### src/rtl/mem_pkg.sv
// Shared types and encodings for the byte-addressable RAM initiator.
package mem_pkg;

    typedef enum logic [2:0] {
        IDLE = 3'd0,
        ACC0 = 3'd1,
        ACC1 = 3'd2,
        CAP  = 3'd3,
        RESP = 3'd4
    } state_e;

    localparam logic SIZE_BYTE = 1'b0;
    localparam logic SIZE_HALF = 1'b1;

    localparam logic RAM_READ  = 1'b0;
    localparam logic RAM_WRITE = 1'b1;

endpackage

### src/rtl/mem_access_ctrl.sv
// Sequences byte/halfword core requests into one or two 8-bit RAM accesses
// and returns a single-cycle response carrying assembled load data.
module mem_access_ctrl
    import mem_pkg::*;
#(
    parameter int ADDR_W = 8
) (
    input  logic              clk,
    input  logic              rst_n,
    input  logic              req_valid,
    output logic              req_ready,
    input  logic              req_we,
    input  logic              req_size,
    input  logic [ADDR_W-1:0] req_addr,
    input  logic [15:0]       req_wdata,
    output logic              rsp_valid,
    output logic [15:0]       rsp_rdata,
    output logic              ram_en,
    output logic [ADDR_W-1:0] ram_addr,
    output logic              ram_r_w,
    output logic [7:0]        ram_wdata,
    input  logic [7:0]        ram_rdata
);

    localparam logic [ADDR_W-1:0] ADDR_ONE = {{(ADDR_W-1){1'b0}}, 1'b1};

    state_e            state_q, state_d;
    logic              we_q, we_d;
    logic              size_q, size_d;
    logic [ADDR_W-1:0] addr_q, addr_d;
    logic [15:0]       wdata_q, wdata_d;
    logic [15:0]       rdata_q, rdata_d;

    logic              ram_en_q, ram_en_d;
    logic [ADDR_W-1:0] ram_addr_q, ram_addr_d;
    logic              ram_r_w_q, ram_r_w_d;
    logic [7:0]        ram_wdata_q, ram_wdata_d;
    logic              rsp_valid_q, rsp_valid_d;
    logic [15:0]       rsp_rdata_q, rsp_rdata_d;

    // Next-state, request latch and read-data assembly.
    always_comb begin
        state_d = state_q;
        we_d    = we_q;
        size_d  = size_q;
        addr_d  = addr_q;
        wdata_d = wdata_q;
        rdata_d = rdata_q;
        case (state_q)
            IDLE: begin
                if (req_valid) begin
                    we_d    = req_we;
                    size_d  = req_size;
                    addr_d  = req_addr;
                    wdata_d = req_wdata;
                    rdata_d = 16'h0000;
                    state_d = ACC0;
                end else begin
                    state_d = IDLE;
                end
            end
            ACC0: begin
                if (size_q == SIZE_HALF) begin
                    state_d = ACC1;
                end else if (we_q == RAM_WRITE) begin
                    state_d = RESP;
                end else begin
                    state_d = CAP;
                end
            end
            ACC1: begin
                // Registered RAM data here belongs to the ACC0 (low byte) read.
                if (we_q == RAM_READ) begin
                    rdata_d[7:0] = ram_rdata;
                    state_d      = CAP;
                end else begin
                    state_d = RESP;
                end
            end
            CAP: begin
                if (size_q == SIZE_HALF) begin
                    rdata_d[15:8] = ram_rdata;
                end else begin
                    rdata_d[7:0] = ram_rdata;
                end
                state_d = RESP;
            end
            RESP: begin
                state_d = IDLE;
            end
            default: begin
                state_d = IDLE;
            end
        endcase
    end

    // Output values for the coming cycle, derived from the state being entered
    // so that every RAM-facing signal can come straight from a flop.
    always_comb begin
        ram_en_d    = 1'b0;
        ram_addr_d  = '0;
        ram_r_w_d   = RAM_READ;
        ram_wdata_d = 8'h00;
        case (state_d)
            ACC0: begin
                ram_en_d    = 1'b1;
                ram_addr_d  = addr_d;
                ram_r_w_d   = we_d;
                ram_wdata_d = wdata_d[7:0];
            end
            ACC1: begin
                ram_en_d    = 1'b1;
                ram_addr_d  = addr_d + ADDR_ONE;
                ram_r_w_d   = we_d;
                ram_wdata_d = wdata_d[15:8];
            end
            default: begin
                ram_en_d    = 1'b0;
                ram_addr_d  = '0;
                ram_r_w_d   = RAM_READ;
                ram_wdata_d = 8'h00;
            end
        endcase
        rsp_valid_d = (state_d == RESP);
        if ((state_d == RESP) && (we_q == RAM_READ)) begin
            rsp_rdata_d = rdata_d;
        end else begin
            rsp_rdata_d = 16'h0000;
        end
    end

    // State, request holding and output registers.
    always_ff @(posedge clk or negedge rst_n) begin
        if (!rst_n) begin
            state_q     <= IDLE;
            we_q        <= 1'b0;
            size_q      <= 1'b0;
            addr_q      <= '0;
            wdata_q     <= 16'h0000;
            rdata_q     <= 16'h0000;
            ram_en_q    <= 1'b0;
            ram_addr_q  <= '0;
            ram_r_w_q   <= 1'b0;
            ram_wdata_q <= 8'h00;
            rsp_valid_q <= 1'b0;
            rsp_rdata_q <= 16'h0000;
        end else begin
            state_q     <= state_d;
            we_q        <= we_d;
            size_q      <= size_d;
            addr_q      <= addr_d;
            wdata_q     <= wdata_d;
            rdata_q     <= rdata_d;
            ram_en_q    <= ram_en_d;
            ram_addr_q  <= ram_addr_d;
            ram_r_w_q   <= ram_r_w_d;
            ram_wdata_q <= ram_wdata_d;
            rsp_valid_q <= rsp_valid_d;
            rsp_rdata_q <= rsp_rdata_d;
        end
    end

    // Gated with rst_n so ready is low throughout reset, high right after release.
    assign req_ready = rst_n && (state_q == IDLE);
    assign rsp_valid = rsp_valid_q;
    assign rsp_rdata = rsp_rdata_q;
    assign ram_en    = ram_en_q;
    assign ram_addr  = ram_addr_q;
    assign ram_r_w   = ram_r_w_q;
    assign ram_wdata = ram_wdata_q;

endmodule

### config.mk
export PLATFORM = sky130hd
export DESIGN_NAME = mem_access_ctrl
export DESIGN_NICKNAME = d
export VERILOG_FILES = /design/src/rtl/mem_pkg.sv /design/src/rtl/mem_access_ctrl.sv
export SDC_FILE = /design/constraint.sdc
export NUM_CORES = 1
export LEC_CHECK = 0
export ABC_AREA = 0
export CAP_MARGIN = 20
export CORE_ASPECT_RATIO = 1.5
export CORE_MARGIN = 2
export CORE_UTILIZATION = 50
export CTS_CLUSTER_DIAMETER = 120
export DETAILED_ROUTE_END_ITERATION = 12
export PLACE_DENSITY = 0.8
export SYNTH_ARGS = -nofsm -noshare
export SYNTH_HDL_FRONTEND = slang
export SYNTH_SLANG_ARGS = --single-unit
### constraint.sdc
create_clock -name clk -period 6.6 [get_ports clk]
set_input_delay 1.32 -clock clk [delete_from_list [all_inputs] [get_ports clk]]
set_output_delay 1.32 -clock clk [all_outputs]
set_load 0.02 [all_outputs]
==> results.py <==
metrics = {
    "run_status": {
        "outcome": "finished, final reports clean",
    },
    "sta": {
        "worst_slew_pin_slew_ns": 0.863,
        "whs_ns": 0.481,
        "hold_viol_final": 0,
        "max_freq_ghz": 0.272,
        "skew_ns": 0.0170,
        "slew_violations": 0,
        "setup_viol": 0,
        "setup_tns_ns": 0,
        "period_needed_ns": 3.68,
        "slew_headroom_pct": 42.5,
        "rsz0062_at_grt": "false",
        "fin_crit_sh_pct": 55.8,
    },
    "critical_path": {
        "r2r-start": "state_q[1]",
        "crit_path_top_delay_cell": "clkdlybuf4s50_1",
        "worst_ep_arrival_time_ns": 2.36,
        "rr_worst_depth": 7,
        "crit_type": "primary input to output pin",
        "cp.buffers_inverters": 2,
        "path_cells": "buf_2 -> nor4b_1 -> clkdlybuf4s50_1",
        "r2r_slack_ns": 4.39,
        "crit_family": "buffers and inverters",
        "path_max_fanout": 2,
        "max_stage_delay_ns": 0.68,
        "critPathLaunch": "rst_n",
        "required_ns": 5.28,
        "worst_setup_path_start_kind": "primary input",
        "r2r_end": "ram_addr[4]",
        "cp-end-kind": "output pin",
    },
    "clocking": {
        "insertion_delay_ns": 0.35,
        "h-tree-depth": 3,
        "cts_buffers": 9,
        "cts_tree": "yes",
        "clkSinkCount": 72,
        "cts-root-buf": "clkbuf_8",
        "path_clk_slew_ns": 0.09,
        "cts_resized": 0,
        "cts_hold_buf": 0,
        "post-cts-setup-buffers": 0,
        "clockBufferDepth": 2,
    },
    "synthesis": {
        "ys_ff_latch": 72,
        "avgSynthCellArea_um2": 11.1,
        "ys_seq_area_share_pct": 64.7,
        "synthesis.nets": 290,
        "syn_inst": 252,
        "synth_cell_type_count": 32,
        "yosysWarnings": 0,
        "synth.cell_area_mm2": 0.00279,
    },
    "layout": {
        "layout.nets": 365,
        "regArea_mm2": 0.00180,
        "drive_above_1_share_pct": 7.53,
        "final_area_mm2": 0.00373,
        "n_antenna_cell": 0,
        "multi_input_area_um2": 906,
        "nFillCells": 419,
        "area_growth_pct": 34.1,
        "utilization_pct": 69.0,
    },
    "routing": {
        "vias": 2023,
        "routedWlPerCell_um": 14.3,
        "dr.pass1.iters": 4,
        "detail_route.vias_per_cell": 5.03,
        "initialDrtViolationCount": 113,
        "ant_nets": 0,
        "remaining_drc_errors": 0,
        "wirelength_um": 5740,
    },
    "min_path": {
        "hold_class": "register to register",
        "holdPathStages": 2,
        "holdCritStartpoint": "wdata_q[15]",
        "min_to": "wdata_q[15]",
    },
    "pwr": {
        "p_leak_nw": 1.74,
        "finalPower_mw": 1.50,
        "ir_drop_mv": 0.228,
        "power_density_mw_per_mm2": 400,
    },
    "die": {
        "die_w_um": 64.9,
        "num_rows": 33,
        "io_pins": 73,
        "initial_core_util_pct": 51.5,
        "core_mm2": 0.00541,
        "die_h_um": 95.4,
        "dieArea_mm2": 0.00620,
    },
    "global_route": {
        "grt_start_max_net_pins": 73,
        "grt_first_pass_wirelength_um": 9430,
        "grt-ovfl-total": 0,
        "grt_usage_pct": 20.8,
        "grt_pass1_vias": 2091,
        "antenna_found_initial": 0,
    },
    "flow_run": {
        "maxCapViolCount": 0,
    },
    "placed_design": {
        "port_buffers": 72,
        "gp_congestion": 0.814,
        "dp_hpwl_um": 3890,
        "placed_cell_area_mm2": 0.00353,
    },
}
## stage by stage
step	setup slack, ns	std cells
floorplan	3.25	252
global placement	2.92	385
detailed placement	2.93	385
CTS	2.91	401
global route	2.86	402
finish	2.92	402
## cell usage in the layout (no fill, tap or decap), types with 2 or more instances in the layout
master            n
nor2_1            5
clkdlybuf4s50_1  71
nor2b_1          17
clkbuf_8          9
o21ai_0          12
clkinv_2          3
buf_4             2
xor2_1            3
a21oi_1           4
nand2_1          83
inv_1             2
nand3_1           4
dfrtp_1          72
or3_1             2
a22o_1           17
nor3_1            2
xnor2_1           2
## cell usage after synthesis, drive strengths merged
cell | number | area share [%]
nand2b | 1 | 0.22
inv | 2 | 0.27
and2 | 1 | 0.22
nand3b | 1 | 0.27
nor3b | 1 | 0.27
nor2b | 17 | 3.8
buf | 8 | 2.1
nor3 | 3 | 0.72
ha | 1 | 0.45
a22o | 17 | 5.3
nor2 | 6 | 0.90
xnor2 | 2 | 0.63
or3 | 2 | 0.45
nand3 | 4 | 0.72
nand4 | 1 | 0.22
a21boi | 1 | 0.27
clkbuf | 3 | 0.40
nand2 | 83 | 11
a21oi | 4 | 0.72
nor4b | 2 | 1.2
or4b | 1 | 0.49
xor2 | 3 | 0.94
o21ai | 13 | 2.3
a211o | 1 | 0.31
dfrtp | 72 | 65
o211ai | 1 | 0.27
a41oi | 1 | 0.58
## kinds of logic after synthesis
logic type                 Yosys count  share of synthesized area [%]
and+or+nand+nor                    123                           20.7
xor gates and xnor gates             5                           1.57
buffers and inverters               13                           2.79
DFF                                 72                           64.7
AOI/OAI and AO/OA                   38                           9.84
adders and majority gates            1                          0.449
## worst max path at each step
| stage | slack [ns] | endpoint | depth (start not counted) |
|---|---|---|---|
| floorplan | 3.25 | req_ready | 1 |
| global placement | 2.92 | req_ready | 3 |
| detailed placement | 2.93 | req_ready | 3 |
| global route | 2.86 | req_ready | 3 |
| CTS | 2.91 | req_ready | 3 |
| finish | 2.92 | req_ready | 3 |
## worst min-delay path, delay by kind of cell (launching register included)
kind	cells	cell delay, ns
simple gates	2	0.11
flops	1	0.33
## routing by layer
metal  part of all wire, %  track usage, %  up-vias  routed length [µm]
li1                      -               -      986                   -
met1                    42            23.7      965                2410
met2                    50            34.2       63                2850
met3                   6.1            8.03        9                 350
met4                   2.2            9.93        0                 127
met5                     0               0        -                   0
## layout make-up
cell class,count,area share (%)
Timing Repair Buffer,75,19.8
Inverter,2,0.201
Tap cell,70,2.35
Clock buffer,9,3.32
Multi-Input combinational cell,167,24.3
Clock inverter,7,1.88
Sequential cell,72,48.2
## sequential cells by signal, summed over array words and instances (netlist names), 3 cells and up
| name | count |
|---|---|
| rsp_rdata | 16 |
| state_q | 3 |
| ram_wdata | 8 |
| ram_addr | 8 |
| rdata_q | 16 |
| addr_q | 8 |
| wdata_q | 8 |
## power breakdown
part	internal [mW]	total (mW)	switching (mW)
sequential	0.574	0.649	0.0750
combinational	0.223	0.508	0.284
clock	0.174	0.339	0.164
total	0.972	1.50	0.524
(Power assumes the default switching activity.)
